===== config.mk =====
export PLATFORM = sky130hd
export DESIGN_NAME = mem_port_arbiter
export DESIGN_NICKNAME = d
export VERILOG_FILES = /design/src/rtl/mem_port_arbiter.sv
export SDC_FILE = /design/constraint.sdc
export NUM_CORES = 1
export LEC_CHECK = 0
export ABC_CLOCK_PERIOD_IN_PS = 5000
export CORE_MARGIN = 3
export CORE_UTILIZATION = 41
export DETAILED_ROUTE_END_ITERATION = 12
export GPL_ROUTABILITY_DRIVEN = 0
export PLACE_DENSITY = 0.8
export SYNTH_ARGS = -nofsm -noshare
export SYNTH_HDL_FRONTEND = slang
export SYNTH_SLANG_ARGS = --single-unit

===== constraint.sdc =====
create_clock -name clk -period 5 [get_ports clk]
set_input_delay 0.75 -clock clk [delete_from_list [all_inputs] [get_ports clk]]
set_output_delay 0.75 -clock clk [all_outputs]
set_load 0.02 [all_outputs]

===== src/rtl/mem_port_arbiter.sv =====
// mem_port_arbiter
//
// Shares one unified memory port between the Fetch stage (instruction reads)
// and the Writeback load/store unit. One access is outstanding at a time: the
// winning command is latched into the mem_* registers on the IDLE edge, the
// memory handshake is held until mem_ready, and the read data is returned with
// a one-cycle valid pulse to the requester that won.
//
// Optional feature (compile-time macro ARB_STARVE_GUARD_EN): a starvation guard
// that forces a fetch grant after STARVE_MAX consecutive data grants while
// Fetch is waiting. Without the macro, data has strict priority.
//
// Ports:
//   clk, reset                 clock (rising edge), async active-high reset
//   if_req/if_addr/if_kill     fetch request, address, misprediction kill
//   if_valid/if_rdata/if_stall fetch data pulse, instruction word, stall
//   d_req/d_we/d_be/d_addr/d_wdata  data request command
//   d_valid/d_rdata/d_stall    data completion pulse, load data, stall
//   mem_req/mem_we/mem_be/mem_addr/mem_wdata  registered memory command
//   mem_ready/mem_rdata        memory completion and read data

module mem_port_arbiter #(
    parameter int unsigned AW         = 32,
    parameter int unsigned DW         = 32,
    parameter int unsigned STARVE_MAX = 4
) (
    input  logic            clk,
    input  logic            reset,
    // Fetch port
    input  logic            if_req,
    input  logic [AW-1:0]   if_addr,
    input  logic            if_kill,
    output logic            if_valid,
    output logic [DW-1:0]   if_rdata,
    output logic            if_stall,
    // Data port
    input  logic            d_req,
    input  logic            d_we,
    input  logic [DW/8-1:0] d_be,
    input  logic [AW-1:0]   d_addr,
    input  logic [DW-1:0]   d_wdata,
    output logic            d_valid,
    output logic [DW-1:0]   d_rdata,
    output logic            d_stall,
    // Memory port
    output logic            mem_req,
    output logic            mem_we,
    output logic [DW/8-1:0] mem_be,
    output logic [AW-1:0]   mem_addr,
    output logic [DW-1:0]   mem_wdata,
    input  logic            mem_ready,
    input  logic [DW-1:0]   mem_rdata
);

    typedef enum logic [1:0] {StIdle, StFetch, StData, StDrain} state_e;

    state_e            r_state;
    state_e            w_state_d;

    logic              r_mem_req;
    logic              r_mem_we;
    logic [DW/8-1:0]   r_mem_be;
    logic [AW-1:0]     r_mem_addr;
    logic [DW-1:0]     r_mem_wdata;

    logic              r_if_valid;
    logic [DW-1:0]     r_if_rdata;
    logic              r_d_valid;
    logic [DW-1:0]     r_d_rdata;

    logic              w_arb_en;
    logic              w_f_ok;
    logic              w_force;
    logic              w_grant_f;
    logic              w_grant_d;
    logic              w_if_done;
    logic              w_d_done;
    logic              w_mem_done;

    // A requester still holds its request during its own valid pulse; no grant
    // is made in a pulse cycle so that stale request is never served twice.
    assign w_arb_en = ~r_if_valid & ~r_d_valid;
    // A fetch killed in the same cycle is never granted.
    assign w_f_ok   = if_req & ~if_kill;

`ifdef ARB_STARVE_GUARD_EN
    logic [3:0] r_starve_cnt;
    logic [3:0] w_starve_cnt_d;

    assign w_force = (r_starve_cnt == 4'(STARVE_MAX));

    always_comb begin
        w_starve_cnt_d = r_starve_cnt;
        if (!if_req || w_grant_f) begin
            w_starve_cnt_d = 4'd0;
        end else if (w_grant_d && (r_starve_cnt != 4'hF)) begin
            w_starve_cnt_d = r_starve_cnt + 4'd1;
        end
    end

    always_ff @(posedge clk or posedge reset) begin
        if (reset) begin
            r_starve_cnt <= 4'd0;
        end else begin
            r_starve_cnt <= w_starve_cnt_d;
        end
    end
`else
    // Strict data priority; STARVE_MAX only matters with the guard compiled in.
    logic w_unused_starve_max;
    assign w_unused_starve_max = ^STARVE_MAX;
    assign w_force             = 1'b0;
`endif

    // Next-state and grant decode.
    always_comb begin
        w_state_d = r_state;
        w_grant_f = 1'b0;
        w_grant_d = 1'b0;
        unique case (r_state)
            StIdle: begin
                if (w_arb_en) begin
                    if (w_f_ok && (!d_req || w_force)) begin
                        w_grant_f = 1'b1;
                        w_state_d = StFetch;
                    end else if (d_req) begin
                        w_grant_d = 1'b1;
                        w_state_d = StData;
                    end
                end
            end
            StFetch: begin
                // Completion wins over a same-cycle kill; the data is dropped below.
                if (mem_ready) begin
                    w_state_d = StIdle;
                end else if (if_kill) begin
                    w_state_d = StDrain;
                end
            end
            StData, StDrain: begin
                if (mem_ready) begin
                    w_state_d = StIdle;
                end
            end
            default: w_state_d = StIdle;
        endcase
    end

    assign w_mem_done = (r_state != StIdle) & mem_ready;
    assign w_if_done  = (r_state == StFetch) & mem_ready & ~if_kill;
    assign w_d_done   = (r_state == StData) & mem_ready;

    always_ff @(posedge clk or posedge reset) begin
        if (reset) begin
            r_state     <= StIdle;
            r_mem_req   <= 1'b0;
            r_mem_we    <= 1'b0;
            r_mem_be    <= '0;
            r_mem_addr  <= '0;
            r_mem_wdata <= '0;
            r_if_valid  <= 1'b0;
            r_if_rdata  <= '0;
            r_d_valid   <= 1'b0;
            r_d_rdata   <= '0;
        end else begin
            r_state <= w_state_d;

            if (w_grant_f) begin
                r_mem_req   <= 1'b1;
                r_mem_we    <= 1'b0;
                r_mem_be    <= '1;
                r_mem_addr  <= if_addr;
                r_mem_wdata <= '0;
            end else if (w_grant_d) begin
                r_mem_req   <= 1'b1;
                r_mem_we    <= d_we;
                r_mem_be    <= d_be;
                r_mem_addr  <= d_addr;
                r_mem_wdata <= d_wdata;
            end else if (w_mem_done) begin
                r_mem_req   <= 1'b0;
            end

            r_if_valid <= w_if_done;
            r_d_valid  <= w_d_done;

            if (w_if_done) begin
                r_if_rdata <= mem_rdata;
            end
            // Stores leave the load data register untouched.
            if (w_d_done && !r_mem_we) begin
                r_d_rdata <= mem_rdata;
            end
        end
    end

    assign mem_req   = r_mem_req;
    assign mem_we    = r_mem_we;
    assign mem_be    = r_mem_be;
    assign mem_addr  = r_mem_addr;
    assign mem_wdata = r_mem_wdata;

    assign if_valid  = r_if_valid;
    assign if_rdata  = r_if_rdata;
    assign d_valid   = r_d_valid;
    assign d_rdata   = r_d_rdata;

    assign if_stall  = if_req & ~r_if_valid;
    assign d_stall   = d_req & ~r_d_valid;

endmodule


==> metrics.txt, run 1 <==
outcome finished, final reports clean; Core Box Area 14000 um2; kind of cell adding the most delay to the critical path buffers and inverters; maximum clock frequency 355 MHz; kind of critical path in2out; final hold violation count 0; vertical extent of the die 126 um; setup repair after global routing missed its margin false; DRC violations left 0; worst r2r dst mem_wdata[18]$_DFFE_PP0P_; global-route wire length before repair 28.7 mm; critical path arrival 2.07 ns; number of gates on the worst path with buffers counted 3; largest fanout of any net on the critical path 3; number of sinks handled by clock tree synthesis 138; maximum number of pins on one net before global-route repair 107; vias in the first global route 5322; start of the worst register-to-register path if_valid$_DFF_PP0_; Post-Place Worst Slack 2.07 ns; placed wire-length estimate after detailed placement 12.7 mm; count of buffers added by post-CTS timing repair for setup 0; power per unit of standard cell area 657 nW/um2; post-synthesis cell area 5890 um2; Critical Path Start Type input port; minimum clock period 2.82 ns; Crit. Startpoint if_req; critical path endpoint if_stall; via count 4980; diodes inserted 0; DR iter-0 viols 233; number of buffer and inverter instances along the worst setup path 2; antenna-violating nets left 0; Overflow after GRT 0; minimum setup slack among reg-to-reg paths 2.28 ns; clock latency at the later pin of the worst-skew pair 0.41 ns; clock tree from TritonCTS done; hold_buf cts 0; worst IR drop on VDD 0.406 mV; number of storage elements in the synthesis netlist 138; post-route setup TNS 0 ns; site row count 43; Yosys warning count 0; Tightest Pin Transition 1.30 ns; cell type with the highest aggregate area in the netlist sky130_fd_sc_hd__dfrtp_1; post-synthesis sequential area ratio 58.6%; Cells after Synth 466; Final Setup Violations 0; die width 126 um; Tightest Hold Check Type reg2reg; number of slew-limit violations in the final report 0; area of the die 15800 um2; initial core utilization 42.1%; Area growth syn-to-layout 58.0%; share of the synthesized area in the top cell type 58.6%; net count reported at finish 864; wirelength, routed 18.2 mm; clock buffers created by TritonCTS 17; Overall Global Routing Usage 23.0%; count of cells along the worst register-to-register path 4; skew final 0.00819 ns; H-tree depth reported by CTS 4; required time worst endpoint 4.25 ns; most area-consuming cells after synthesis sky130_fd_sc_hd__dfrtp_1, sky130_fd_sc_hd__mux2_2, sky130_fd_sc_hd__a22o_1; crit path cell chain clkdlybuf4s50_1 > nor2b_1 > clkdlybuf4s50_1; Synth Area per Inst 12.6 um2; share of layout cells above drive strength 1 13.6%; number of cells upsized or downsized after cts 0; cell with the biggest individual delay on the critical path sky130_fd_sc_hd__clkdlybuf4s50_1; buffers from clock root to sink, at most 2; capturing element type of the critical path output pin; Boundary Pins 277; most used cell, CP sky130_fd_sc_hd__clkdlybuf4s50_1; clock input transition at the sequential cells of the worst setup and hold paths 0.06 ns; Final WS setup 2.18 ns; Clock Root Buffer sky130_fd_sc_hd__clkbuf_16; Net Count, Synth 605; share of the cycle needed by the critical path after routing 56.4%; biggest cell delay along the critical path 0.62 ns; leakage 3.82 nW; DR vias/cell 5.44; router iterations before antenna repair 5; layout filler cell count 1022; wire length per cell after detailed routing 19.9 um; Max Cap Viol 0; number of different library cells in the post-synthesis netlist 30; overall power 6.12 mW; number of antenna violations at the first check in global routing 0; slew margin rel. 13.1%; port buffer count 276
[how the worst min path moves through the flow]
stage | from | to | slack [ns] | cells after the start
global placement | if_rdata[9]$_DFFE_PP0P_ | if_rdata[9]$_DFFE_PP0P_ | 0.47 | 1
CTS | if_rdata[21]$_DFFE_PP0P_ | if_rdata[21]$_DFFE_PP0P_ | 0.50 | 1
detailed placement | mem_wdata[26]$_DFFE_PP0P_ | mem_wdata[26]$_DFFE_PP0P_ | 0.48 | 1
floorplan | r_state[0]$_DFFE_PP0P_ | d_valid$_DFF_PP0_ | 0.54 | 1
global route | d_rdata[18]$_DFFE_PP0P_ | d_rdata[18]$_DFFE_PP0P_ | 0.51 | 1
finish | if_rdata[21]$_DFFE_PP0P_ | if_rdata[21]$_DFFE_PP0P_ | 0.49 | 1
[per-layer routing]
layer | track usage (%) | wire length, um | vias to the layer above
met1 | 27.2 | 7120 | 2455
met2 | 37.2 | 8800 | 243
met4 | 8.52 | 444 | 0
met3 | 10.3 | 1870 | 32
li1 | - | - | 2250
met5 | 0 | 0 | -
[synthesized netlist by cell type]
master	number
sky130_fd_sc_hd__clkbuf_1	26
sky130_fd_sc_hd__inv_2	1
sky130_fd_sc_hd__a22o_1	33
sky130_fd_sc_hd__o21ai_0	2
sky130_fd_sc_hd__nor3_2	1
sky130_fd_sc_hd__nand4b_1	32
sky130_fd_sc_hd__dfrtp_1	138
sky130_fd_sc_hd__nand3_1	32
sky130_fd_sc_hd__nor2_1	2
sky130_fd_sc_hd__nand2_1	34
sky130_fd_sc_hd__a21oi_1	1
sky130_fd_sc_hd__nor4_2	1
sky130_fd_sc_hd__mux2_1	7
sky130_fd_sc_hd__buf_2	12
sky130_fd_sc_hd__o22ai_1	1
sky130_fd_sc_hd__inv_1	2
sky130_fd_sc_hd__mux2_2	57
sky130_fd_sc_hd__nor2b_1	35
sky130_fd_sc_hd__nand2b_1	1
sky130_fd_sc_hd__o21a_1	1
sky130_fd_sc_hd__o21ai_1	1
sky130_fd_sc_hd__nor4b_4	1
sky130_fd_sc_hd__a32oi_1	32
sky130_fd_sc_hd__buf_1	2
sky130_fd_sc_hd__a21boi_0	1
sky130_fd_sc_hd__o22a_1	4
sky130_fd_sc_hd__or4_1	1
sky130_fd_sc_hd__buf_4	3
sky130_fd_sc_hd__o32ai_1	1
sky130_fd_sc_hd__and2_1	1
[worst reg2reg max path, delay by kind of cell (launching register included)]
| kind | cells | cell delay, ns |
|---|---|---|
| AND/OR/NAND/NOR | 2 | 1.31 |
| buffers and inverters | 1 | 0.57 |
| flip-flops | 1 | 0.47 |
| AO/OA/AOI/OAI | 1 | 0.30 |
[power breakdown]
part / internal (mW) / switching (mW) / total, mW
combinational: 1.49 / 1.46 / 2.94
sequential: 1.66 / 0.357 / 2.02
clock: 0.692 / 0.461 / 1.15
total: 3.84 / 2.28 / 6.12
[kinds of logic after synthesis]
family                 after synthesis  synth area share [%]
and+or+nand+nor                    141                  14.6
DFF                                138                  58.6
muxes                               64                  12.2
AOI/OAI and AO/OA                   77                  11.1
buffers and inverters               46                  3.38
[per-stage QoR]
step                instance area [um2]  hold slack [ns]  instances  util (%)
floorplan                          5890            0.541        466         -
global placement                   8760            0.468        886      62.6
detailed placement                 8760            0.481        886      62.6
CTS                                9310            0.496        916      66.5
global route                       9310            0.512        916      66.5
finish                             9310            0.492        916      66.5
[state kept, by name, indices dropped and copies added, names as in the netlist]
signal     cells
mem_addr      32
d_rdata       32
d_valid        1
mem_req        1
mem_wdata     32
mem_we         1
if_valid       1
r_state        2
mem_be         4
if_rdata      32
[area by class of cell]
type	count	area (um2)	share of cell area, %
Sequential cell	138	3450	37.1
Clock buffer	20	447	4.80
Multi-Input combinational cell	282	2260	24.3
Tap cell	180	225	2.42
Timing Repair Buffer	283	2810	30.2
Clock inverter	10	96.3	1.04
Inverter	3	16.3	0.175
[placed cells by master (no fill, tap or decap), types with 2 or more instances in the layout]
cell type / instances
sky130_fd_sc_hd__a22o_1: 33
sky130_fd_sc_hd__a32oi_1: 32
sky130_fd_sc_hd__buf_4: 7
sky130_fd_sc_hd__clkbuf_1: 2
sky130_fd_sc_hd__clkbuf_16: 17
sky130_fd_sc_hd__clkdlybuf4s50_1: 275
sky130_fd_sc_hd__clkinv_2: 2
sky130_fd_sc_hd__clkinv_4: 2
sky130_fd_sc_hd__clkinvlp_4: 4
sky130_fd_sc_hd__dfrtp_1: 138
sky130_fd_sc_hd__inv_6: 2
sky130_fd_sc_hd__mux2_1: 7
sky130_fd_sc_hd__mux2_2: 57
sky130_fd_sc_hd__nand2_1: 34
sky130_fd_sc_hd__nand3_1: 32
sky130_fd_sc_hd__nand4b_1: 32
sky130_fd_sc_hd__nor2_1: 2
sky130_fd_sc_hd__nor2b_1: 34
sky130_fd_sc_hd__o21ai_0: 2
sky130_fd_sc_hd__o22a_1: 4
No activity file was read; power rests on OpenSTA's default activity.
==> run 2: changes to the inputs <==
==> config.mk (replaced) <==
export PLATFORM = sky130hd
export DESIGN_NAME = mem_port_arbiter
export DESIGN_NICKNAME = d
export VERILOG_FILES = /design/src/rtl/mem_port_arbiter.sv
export SDC_FILE = /design/constraint.sdc
export NUM_CORES = 1
export LEC_CHECK = 0
export ABC_CLOCK_PERIOD_IN_PS = 2580
export CORE_MARGIN = 3
export CORE_UTILIZATION = 37
export DETAILED_ROUTE_END_ITERATION = 12
export GPL_ROUTABILITY_DRIVEN = 0
export PLACE_DENSITY = 0.76
export SYNTH_ARGS = -nofsm -noshare
export SYNTH_HDL_FRONTEND = slang
export SYNTH_SLANG_ARGS = --single-unit
==> constraint.sdc (replaced) <==
create_clock -name clk -period 2.58 [get_ports clk]
set_input_delay 0.387 -clock clk [delete_from_list [all_inputs] [get_ports clk]]
set_output_delay 0.387 -clock clk [all_outputs]
set_load 0.02 [all_outputs]
==> run 2 against run 1 <==
Utilization is 4.7 points lower. Largest cell class unchanged. Sequential share of layout area is 0.77 points lower. Count of clock-buffer cells in the layout is 1 lower. Design area is 2.1% higher. Worst setup slack worse by 1.7 ns. Clock power is 110% higher. Total power is 98% higher. Combinational power is 96% higher. Global-route usage is 1.8 points lower. Clock skew is 0.0012 ns lower.
==> metrics.txt, run 2 (synthesized netlist as in run 1, its figures left out) <==
Int Power 7.70 mW (was 3.84 mW); slew margin rel. 39.7% (was 13.1%); DR iter-0 viols 254 (was 233); start of the worst register-to-register path if_valid$_DFF_PP0_ (unchanged); count of buffers added by post-CTS timing repair for setup 0 (unchanged); post-layout instance count excluding filler cells 953 (was 916); capturing element type of the critical path output pin (unchanged); Tightest Hold Check Type in2async (was reg2reg); buffers from clock root to sink, at most 2 (unchanged); Tightest Pin Transition 0.901 ns (was 1.30 ns); clock buffers created by TritonCTS 17 (unchanged); share of layout cells above drive strength 1 14.6% (was 13.6%); minimum clock period 2.09 ns; reported net switching power 4.44 mW (was 2.28 mW); worst r2r dst mem_wdata[2]$_DFFE_PP0P_ (was mem_wdata[18]$_DFFE_PP0P_); antenna-violating nets left 0 (unchanged); met3 layer wire length in the routed design 1.91 mm (was 1.87 mm); worst IR drop on VDD 0.745 mV (was 0.406 mV); placed wire-length estimate after detailed placement 13.3 mm (was 12.7 mm); Overflow after GRT 0 (unchanged); DR vias/cell 5.16 (was 5.44); number of sinks handled by clock tree synthesis 138 (unchanged); Critical Path Start Type input port (unchanged); clock latency at the later pin of the worst-skew pair 0.41 ns (about the same); clock tree from TritonCTS done (unchanged); skew final 0.00700 ns (was 0.00819 ns); fraction of power consumed by combinational cells 47.5% (was 48.1%); net count reported at finish 870 (was 864); hold_buf cts 0 (unchanged); instance area at placement 8890 um2 (was 8760 um2); Final Setup Violations 0 (unchanged); required time worst endpoint 2.19 ns (was 4.25 ns); vias in the first global route 5452 (was 5322); wire length per cell after detailed routing 19.3 um (was 19.9 um); length of routed met2 wiring 9.29 mm (was 8.80 mm); wirelength, routed 18.4 mm (was 18.2 mm); relative contribution of the clock network to total power 20.3% (was 18.9%); H-tree depth reported by CTS 4 (unchanged); leakage 3.90 nW (was 3.82 nW); most common library cell in the layout ignoring fill and taps sky130_fd_sc_hd__clkdlybuf4s50_1 (unchanged); Max Cap Viol 0 (unchanged); placed instance count 923 (was 886); Boundary Pins 277 (unchanged); clock input transition at the sequential cells of the worst setup and hold paths 0.06 ns (about the same); die width 132 um (was 126 um); number of cells upsized or downsized after cts 0 (unchanged); area of the die 17500 um2 (was 15800 um2); setup repair after global routing missed its margin false (unchanged); Area growth syn-to-layout 61.4% (was 58.0%); most frequent cells in the layout sky130_fd_sc_hd__clkdlybuf4s50_1, sky130_fd_sc_hd__dfrtp_1, sky130_fd_sc_hd__mux2_2 (unchanged); share of the cycle needed by the critical path after routing 81.1%; maximum clock frequency 478 MHz; post-route setup TNS 0 ns (unchanged); Overall Global Routing Usage 21.2% (was 23.0%); Core Box Area 15400 um2 (was 14000 um2); number of antenna violations at the first check in global routing 0 (unchanged); cell area after layout 9500 um2 (was 9310 um2); count of cells along the worst register-to-register path 4 (unchanged); Met1 Wirelength 6.78 mm (was 7.12 mm); Seq pwr share 32.2% (was 33.0%); initial core utilization 38.3% (was 42.1%); highest signal layer in the routed design met4 (unchanged); maximum number of pins on one net before global-route repair 65 (was 107); global-route wire length before repair 29.4 mm (was 28.7 mm); outcome finished, final reports clean (unchanged); largest fanout of any net on the critical path 3 (unchanged); overall power 12.1 mW (was 6.12 mW); DRC violations left 0 (unchanged); Clock Root Buffer sky130_fd_sc_hd__clkbuf_16 (unchanged); kind of critical path in2out (unchanged); site row count 45 (was 43); router iterations before antenna repair 4 (was 5); via count 4915 (was 4980); port buffer count 276 (unchanged); final hold violation count 0 (unchanged); diodes inserted 0 (unchanged); vertical extent of the die 132 um (was 126 um); final core utilization 61.8% (was 66.5%); number of slew-limit violations in the final report 0 (unchanged); switching fraction of total power 36.6% (was 37.2%); power per unit of standard cell area 1280 nW/um2 (was 657 nW/um2); critical path arrival 1.70 ns (was 2.07 ns); minimum setup slack among reg-to-reg paths 0.69 ns (was 2.28 ns)
run 2: how the worst max path moves through the flow:
stage           start                   endpoint  depth (start not counted)
6_report       if_req                   if_stall                          3
4_1_cts        if_req  mem_wdata[19]$_DFFE_PP0P_                          4
5_1_grt        if_req                   if_stall                          3
3_5_place_dp   if_req  mem_wdata[19]$_DFFE_PP0P_                          4
2_1_floorplan   reset     d_rdata[0]$_DFFE_PP0P_                          1
3_3_place_gp   if_req  mem_wdata[11]$_DFFE_PP0P_                          4
run 2: through the flow:
stage                     hold WS (ns)  worst slack, ns
final                            0.373            0.488
after global routing             0.388            0.468
after CTS                        0.372            0.487
after detailed placement         0.481           0.0516
after global placement           0.471            0.192
after floorplan                  0.481            0.472
run 2: worst max-delay path, stage by stage:
cell                              delay, ns
sky130_fd_sc_hd__clkdlybuf4s50_1       0.55
sky130_fd_sc_hd__nor2b_1               0.15
sky130_fd_sc_hd__clkdlybuf4s50_1       0.61
run 2: power by group through the flow:
| stage | Combinational (mW) | Sequential [mW] | Clock, mW |
|---|---|---|---|
| after floorplan | 1.64 | 5.10 | 0 |
| after global placement | 5.70 | 3.85 | 0 |
| after detailed placement | 5.81 | 3.91 | 0 |
| after CTS | 5.83 | 3.92 | 2.53 |
| after global routing | 6.11 | 4.06 | 2.64 |
| final | 5.77 | 3.91 | 2.46 |
run 2: final cells by class:
class                      count  area [um2]
clock inverter                11         146
multi-input combinational    282        2260
fill                        1192        5870
sequential                   138        3450
timing repair buffer         289        2910
clock buffer                  19         453
inverter                       3        15.0
tap                          211         264
run 2: per-layer routing:
metal	GRT usage, %	vias to the layer above
li1	-	2253
met1	23.0	2426
met2	35.9	208
met3	10.7	28
met4	7.35	0
met5	0	-
